--- src/rtl/fetch_unit.sv ---
// Instruction fetch: requests one word at pc, holds it for decode until stall drops, then retires and advances pc.
// Latency: instr valid the cycle after imem_ack; stall in HOLD freezes pc/instr/valid; one instruction per 2 cycles at best.
module fetch_unit #(
  parameter logic [31:0] RESET_PC = 32'h0000_0000
) (
  input  logic        clk,
  input  logic        reset,
  output logic        imem_req,
  output logic [31:0] imem_addr,
  input  logic        imem_ack,
  input  logic [31:0] imem_rdata,
  input  logic        stall,
  input  logic        pcsrc,
  input  logic        jump,
  output logic [31:0] instr,
  output logic [5:0]  op,
  output logic [5:0]  funct,
  output logic [31:0] pcplus4,
  output logic        valid,
  output logic [31:0] retired
);

  typedef enum logic {FETCH, HOLD} state_t;

  state_t      state_q;
  logic [31:0] pc_q, pc_d;
  logic [31:0] instr_q;
  logic [31:0] retired_q;
  logic        valid_q;
  logic        req_q;

  assign pcplus4 = pc_q + 32'd4;

  // Jump outranks branch; both are only consumed on the retiring cycle.
  always_comb begin
    pc_d = pcplus4;
    if (jump) begin
      pc_d = {pcplus4[31:28], instr_q[25:0], 2'b00};
    end else if (pcsrc) begin
      pc_d = pcplus4 + {{14{instr_q[15]}}, instr_q[15:0], 2'b00};
    end
  end

  always_ff @(posedge clk or negedge reset) begin
    if (!reset) begin
      state_q   <= FETCH;
      pc_q      <= RESET_PC;
      instr_q   <= '0;
      valid_q   <= 1'b0;
      retired_q <= '0;
      req_q     <= 1'b0;
    end else begin
      case (state_q)
        FETCH: begin
          // An ack only counts once the request is actually on the bus.
          if (req_q && imem_ack) begin
            instr_q <= imem_rdata;
            valid_q <= 1'b1;
            req_q   <= 1'b0;
            state_q <= HOLD;
          end else begin
            req_q <= 1'b1;
          end
        end
        HOLD: begin
          if (!stall) begin
            pc_q      <= pc_d;
            retired_q <= retired_q + 32'd1;
            valid_q   <= 1'b0;
            req_q     <= 1'b1;
            state_q   <= FETCH;
          end
        end
        default: state_q <= FETCH;
      endcase
    end
  end

  assign imem_req  = req_q;
  assign imem_addr = pc_q;
  assign instr     = instr_q;
  assign op        = instr_q[31:26];
  assign funct     = instr_q[5:0];
  assign valid     = valid_q;
  assign retired   = retired_q;

endmodule

--- config.mk ---
export PLATFORM = sky130hd
export DESIGN_NAME = fetch_unit
export DESIGN_NICKNAME = d
export VERILOG_FILES = /design/src/rtl/fetch_unit.sv
export SDC_FILE = /design/constraint.sdc
export NUM_CORES = 1
export LEC_CHECK = 0
export ABC_AREA = 1
export BUFFER_PORTS_ARGS = -buffer_cell sky130_fd_sc_hd__buf_2
export CORE_UTILIZATION = 55
export DETAILED_ROUTE_END_ITERATION = 7
export HOLD_SLACK_MARGIN = 0.08
export PLACE_DENSITY = 0.87
export SYNTH_ARGS = -nofsm -noshare
export SYNTH_HDL_FRONTEND = slang
export SYNTH_SLANG_ARGS = --single-unit
--- constraint.sdc ---
create_clock -name clk -period 3.83 [get_ports clk]
set_input_delay 0.5745 -clock clk [delete_from_list [all_inputs] [get_ports clk]]
set_output_delay 0.5745 -clock clk [all_outputs]
set_load 0.02 [all_outputs]
# Word level (Yosys, flattened, before mapping)
# Index checks and enable logic that the tools add are counted.
[totals] ff_bits=99 latchBits=0 ram_bits=0 rom_bits=0 input_bits=38 output_inout_bits=142 wordCells=28 mem_count=0
[op_classes] addsub=3 n_mul=0 div_mod_pow=0 order_cmp=0 eq_ne=2 n_shift=0 n_mux=11 n_bitwise=2 reduce_logical=4
[op_table] op="32-bit two-way mux" count=2
[op_table] op="32-bit by 1-bit adder with 32-bit output (second input constant)" count=1
[op_table] op="32-bit by 3-bit adder with 32-bit output (second input constant)" count=1
[op_table] op="32-bit adder" count=1
[op_table] op="1-bit two-way mux" count=6
[op_table] op="1-bit one-hot mux with 2 select lines" count=3
[op_table] op="2-bit AND reduction" count=3
[op_table] op="2-bit inequality test (second input constant)" count=2
[op_table] op="1-bit NOT" count=2
[op_table] op="1-bit logical AND" count=1

# Depth between registers and ports, before layout
[depth] ltp_word=4 ltp_mapped=22 mapped_depth_nobuf=22

# Worst setup path before layout
# No wires, ideal clock.
[synth_path] kind="reg-to-reg" startpoint="register pc_q[2], in the netlist imem_addr[2]" endpoint="register pc_q[28], in the netlist imem_addr[28]" setup_time_ns=0.118 arrival_time_ns=2.861 t_required_ns=3.712 slack_ns=0.851 stages_incl_launch_ff=18 path_buffers=0 synth_period_minus_slack_ns=2.979 path_cell_list="dfrtp_1 > inv_1 > nor2_1 > nand2_1 > nor2_1 > nand2_1 > xor2_1 > ha_1 > a21oi_1 > o21ai_0 > nand2_1 > nand2_1 > a21oi_1 > nand2_1 > nand2_1 > nand3_1 > nand3_1 > nand2_1"
[synth_via] elab_chain_cells=4
[synth_rtl] item="start: declaration" line="26" text="logic [31:0] pc_q, pc_d;"
[synth_rtl] item="start signal: assignment" line="67" text="pc_q <= pc_d;"
[synth_rtl] item="32-bit by 3-bit adder with 32-bit output" line="32" text="assign pcplus4 = pc_q + 32'd4;"
[synth_rtl] item="named net pcplus4[2]" line="18" text="output logic [31:0] pcplus4,"
[synth_rtl] item="32-bit adder" line="40" text="pc_d = pcplus4 + {{14{instr_q[15]}}, instr_q[15:0], 2'b00};"
[synth_rtl] item="32-bit two-way mux" line="39" text="end else if (pcsrc) begin"
[synth_rtl] item="32-bit two-way mux" line="37" text="if (jump) begin"
# The timed path passes the listed nets, and every way through them passes these cells.
# A chain may end at the register's enable or synchronous reset.

# Final worst setup path
[layout_path] startpoint="register pc_q[3], in the netlist imem_addr[3]" endpoint="register pc_q[14], in the netlist imem_addr[14]"
[layout_via] elab_chain_cells=4
[layout_rtl] item="32-bit by 3-bit adder with 32-bit output *" line="32"
[layout_rtl] item="32-bit adder" line="40"
[layout_rtl] item="32-bit two-way mux *" line="39"
[layout_rtl] item="32-bit two-way mux *" line="37"
# Mark *: on every way between the ends. The rest lies on a longest branch, timed or not.

==> results.md <==
- Number of synthesized register bits: 97
- RSZ-0062 raised after global routing: false
- Critical Path Source: imem_addr[3]$_DFFE_PN0P_
- Period Utilization, post-route: 89.1%
- Least-Margin Pin Slew: 993 ps
- Worst VDD drop: 0.000669 V
- Via/cell ratio: 5.55
- Final setup TNS: 0 ps
- HP Class: input pin to asynchronous set/reset pin
- Antenna violations before repair: 0
- First DRT Iteration DRCs: 741
- Final Hold Fails: 0
- P per Cell Area: 1040 nW/um^2
- Worst-Skew Late Latency: 350 ps
- Crit path kind: flip-flop to flip-flop
- First-pass GRT wire length: 39400 um
- Clock slew at reported path FFs: 70 ps
- Gr ovfl total: 0
- Core ar.: 13800 um^2
- Routed Antenna Nets: 0
- DPL Wire Length: 19300 um
- GRT Total Usage: 34.9%
- Crit Path Max Fanout: 5
- Clock Skews: 7.74 ps
- Seq/Total Area, Yosys: 31.3%
- Area added between synthesis and finish: 16.2%
- # setup viols final: 0
- Relative slew margins: 33.8%
- Share of cells above drive strength 1: 20.1%
- Worst Setup End Kind: flip-flop
- Routed WL: 24800 um
- Fin Hold WS: 217 ps
- Final Max Tran Viols: 0
- Hold_buf cts: 0
- Ys async rst share: 100%
- Critical Path AT: 3680 ps
- Power Total: 0.00934 W
- Post-synth top flop: dfrtp_1
- Share of the synthesized area in the top cell type: 31.3%
- Max Fclk: 293 MHz
- MaxCap Viol Count: 0
- Final min period: 3410 ps
- CTS HTree Levels: 3
- CTS Buf Count: 9
- FP Rows: 43
- Routed len/inst: 16.8 um
- Mapped Cells: 1132
- Post-synth cell types: 39
- EDFF count, synth: 0
- Vias in the first global route: 7736
- TritonCTS clock tree: yes
- Largest net degree at the start of global routing: 47
- Placer Congestion: 1.06
- Synth Cell Area: 7750 um^2
- Synthesis warning total: 0
- Postcts setup bufs: 0
- Avg Synthesized Cell Area: 6.85 um^2
- Number of top-level pins: 180
- Synth area leader: dfrtp_1
- Most frequent cell after synthesis: nand2_1
- Drt drc: 0
- Total number of vias: 8186
- RR Startpoint: imem_addr[3]$_DFFE_PN0P_
- Top post-synthesis cells by count: nand2_1, inv_1, nor2_1
- Reg2reg path depth: 18
- Finished Core Util: 65.1%
- Initial Util: 56.0%
- Met3 GRT Util: 6.04%
- Met2 Use GR: 56.8%
- Sink Count: 97
- DIE HEIGHT: 121 um
- Area of the multi-input gates: 4460 um^2
- Area contributors post-synth: dfrtp_1, nand2_1, inv_1
- Status: finished, final reports clean
- Setup WS post-layout: 417 ps
- Type of origin of the critical path: flip-flop
- Pleak: 4.95 nW
- Storage cell area: 2430 um^2
- Req. time, crit path: 4100 ps
- Post-layout net count: 1367
- Total Die Area: 14600 um^2
- TritonRoute pass-1 iters: 6
- Root buffer cell: clkbuf_16
- Post-place setup slack: 595 ps
- Port Buffers: 175
- N_diodes: 0
- Fill cell count: 1212
- GR Util met1: 45.2%
- Post_cts resized: 0
- Clock Path Buffers: 2
- DIE WIDTH: 121 um
- Most used routing layer: met2
==> critical path, cell delays in order (launching register included) <==
cell,delay (ps)
dfrtp_1,410
ha_1,210
nand2_1,110
nor2_4,160
nand2_1,150
nor2_1,220
nand2_1,90
nand2_1,100
inv_1,70
ha_1,350
nand2_1,150
nor2_1,280
nand3_1,110
nand2_1,210
nand2_1,80
nand2_1,110
xor2_1,230
o21ai_0,120
a21oi_1,180
==> cell type report <==
cell class	instances	share of cell area, %
well taps	180	2.50
multi-input cells	823	49.5
inverters	180	7.50
flip-flops and latches	97	27.0
repair buffers	180	10.2
clock inverters	6	0.681
clock buffers	10	2.65
==> kinds of logic (layout without fill, tap and decap cells) <==
family	count (synthesis)	after routing	share of synthesized area [%]
DFF	97	97	31.3
and+or+nand+nor	589	589	33.0
muxes	31	31	4.51
AOI/OAI and AO/OA	109	109	7.72
adders and majority gates	38	38	6.23
xor gates and xnor gates	52	52	5.88
other	1	4	0.0484
buffers and inverters	215	376	11.3
==> worst paths after layout <==
path | slack, ps | to
setup / recovery | 420 | imem_addr[14]$_DFFE_PN0P_
setup reg to reg | 420 | imem_addr[14]$_DFFE_PN0P_
hold reg to reg | 480 | retired[31]$_DFFE_PN0P_
max in group asynchronous | 2810 | instr[6]$_DFFE_PN0P_
hold / removal | 220 | instr[24]$_DFFE_PN0P_
min in group clk | 450 | instr[20]$_DFFE_PN0P_
==> per-layer routing <==
| metal | wire [um] | up-vias |
|---|---|---|
| met5 | 0 | - |
| met4 | 1200 | 0 |
| met3 | 2210 | 110 |
| met2 | 11300 | 450 |
| met1 | 10100 | 3749 |
| li1 | - | 3877 |
==> stage by stage <==
step | area (um^2) | std cells
2_1_floorplan | 7760 | 1135
3_3_place_gp | 8710 | 1460
3_5_place_dp | 8710 | 1460
4_1_cts | 9010 | 1476
5_1_grt | 9010 | 1476
6_report | 9010 | 1476
==> placed cells by master, fill, tap and decap left out, drive strengths merged <==
cell      count
conb          4
nand2       344
dfrtp        97
mux2         31
inv         182
nor3b         3
a21oi        69
fa            1
nand4        21
o21ai        20
o21bai        5
xnor2        10
and3          1
nor2        111
clkbuf       10
ha           37
o221ai        3
buf         180
and2          6
nand3b        3
o211ai        3
nor3         27
clkinv        3
or2           5
a22oi         4
a31oi         3
nor4          1
a32oi         2
clkinvlp      1
nand3        67
xor2         42
==> registers in the layout (all words and copies together) (netlist names) <==
signal     count
retired       32
imem_req       1
instr         32
valid          1
imem_addr     30
state_q        1
==> where the power goes <==
part / internal (W) / leakage [nW] / total (W) / switching (W)
logic: 0.00212 / 3.66 / 0.00647 / 0.00435
clock network: 0.000474 / 0.144 / 0.000909 / 0.000436
registers: 0.00140 / 1.15 / 0.00196 / 0.000557
Note: power is estimated with default switching activity, not from simulation.
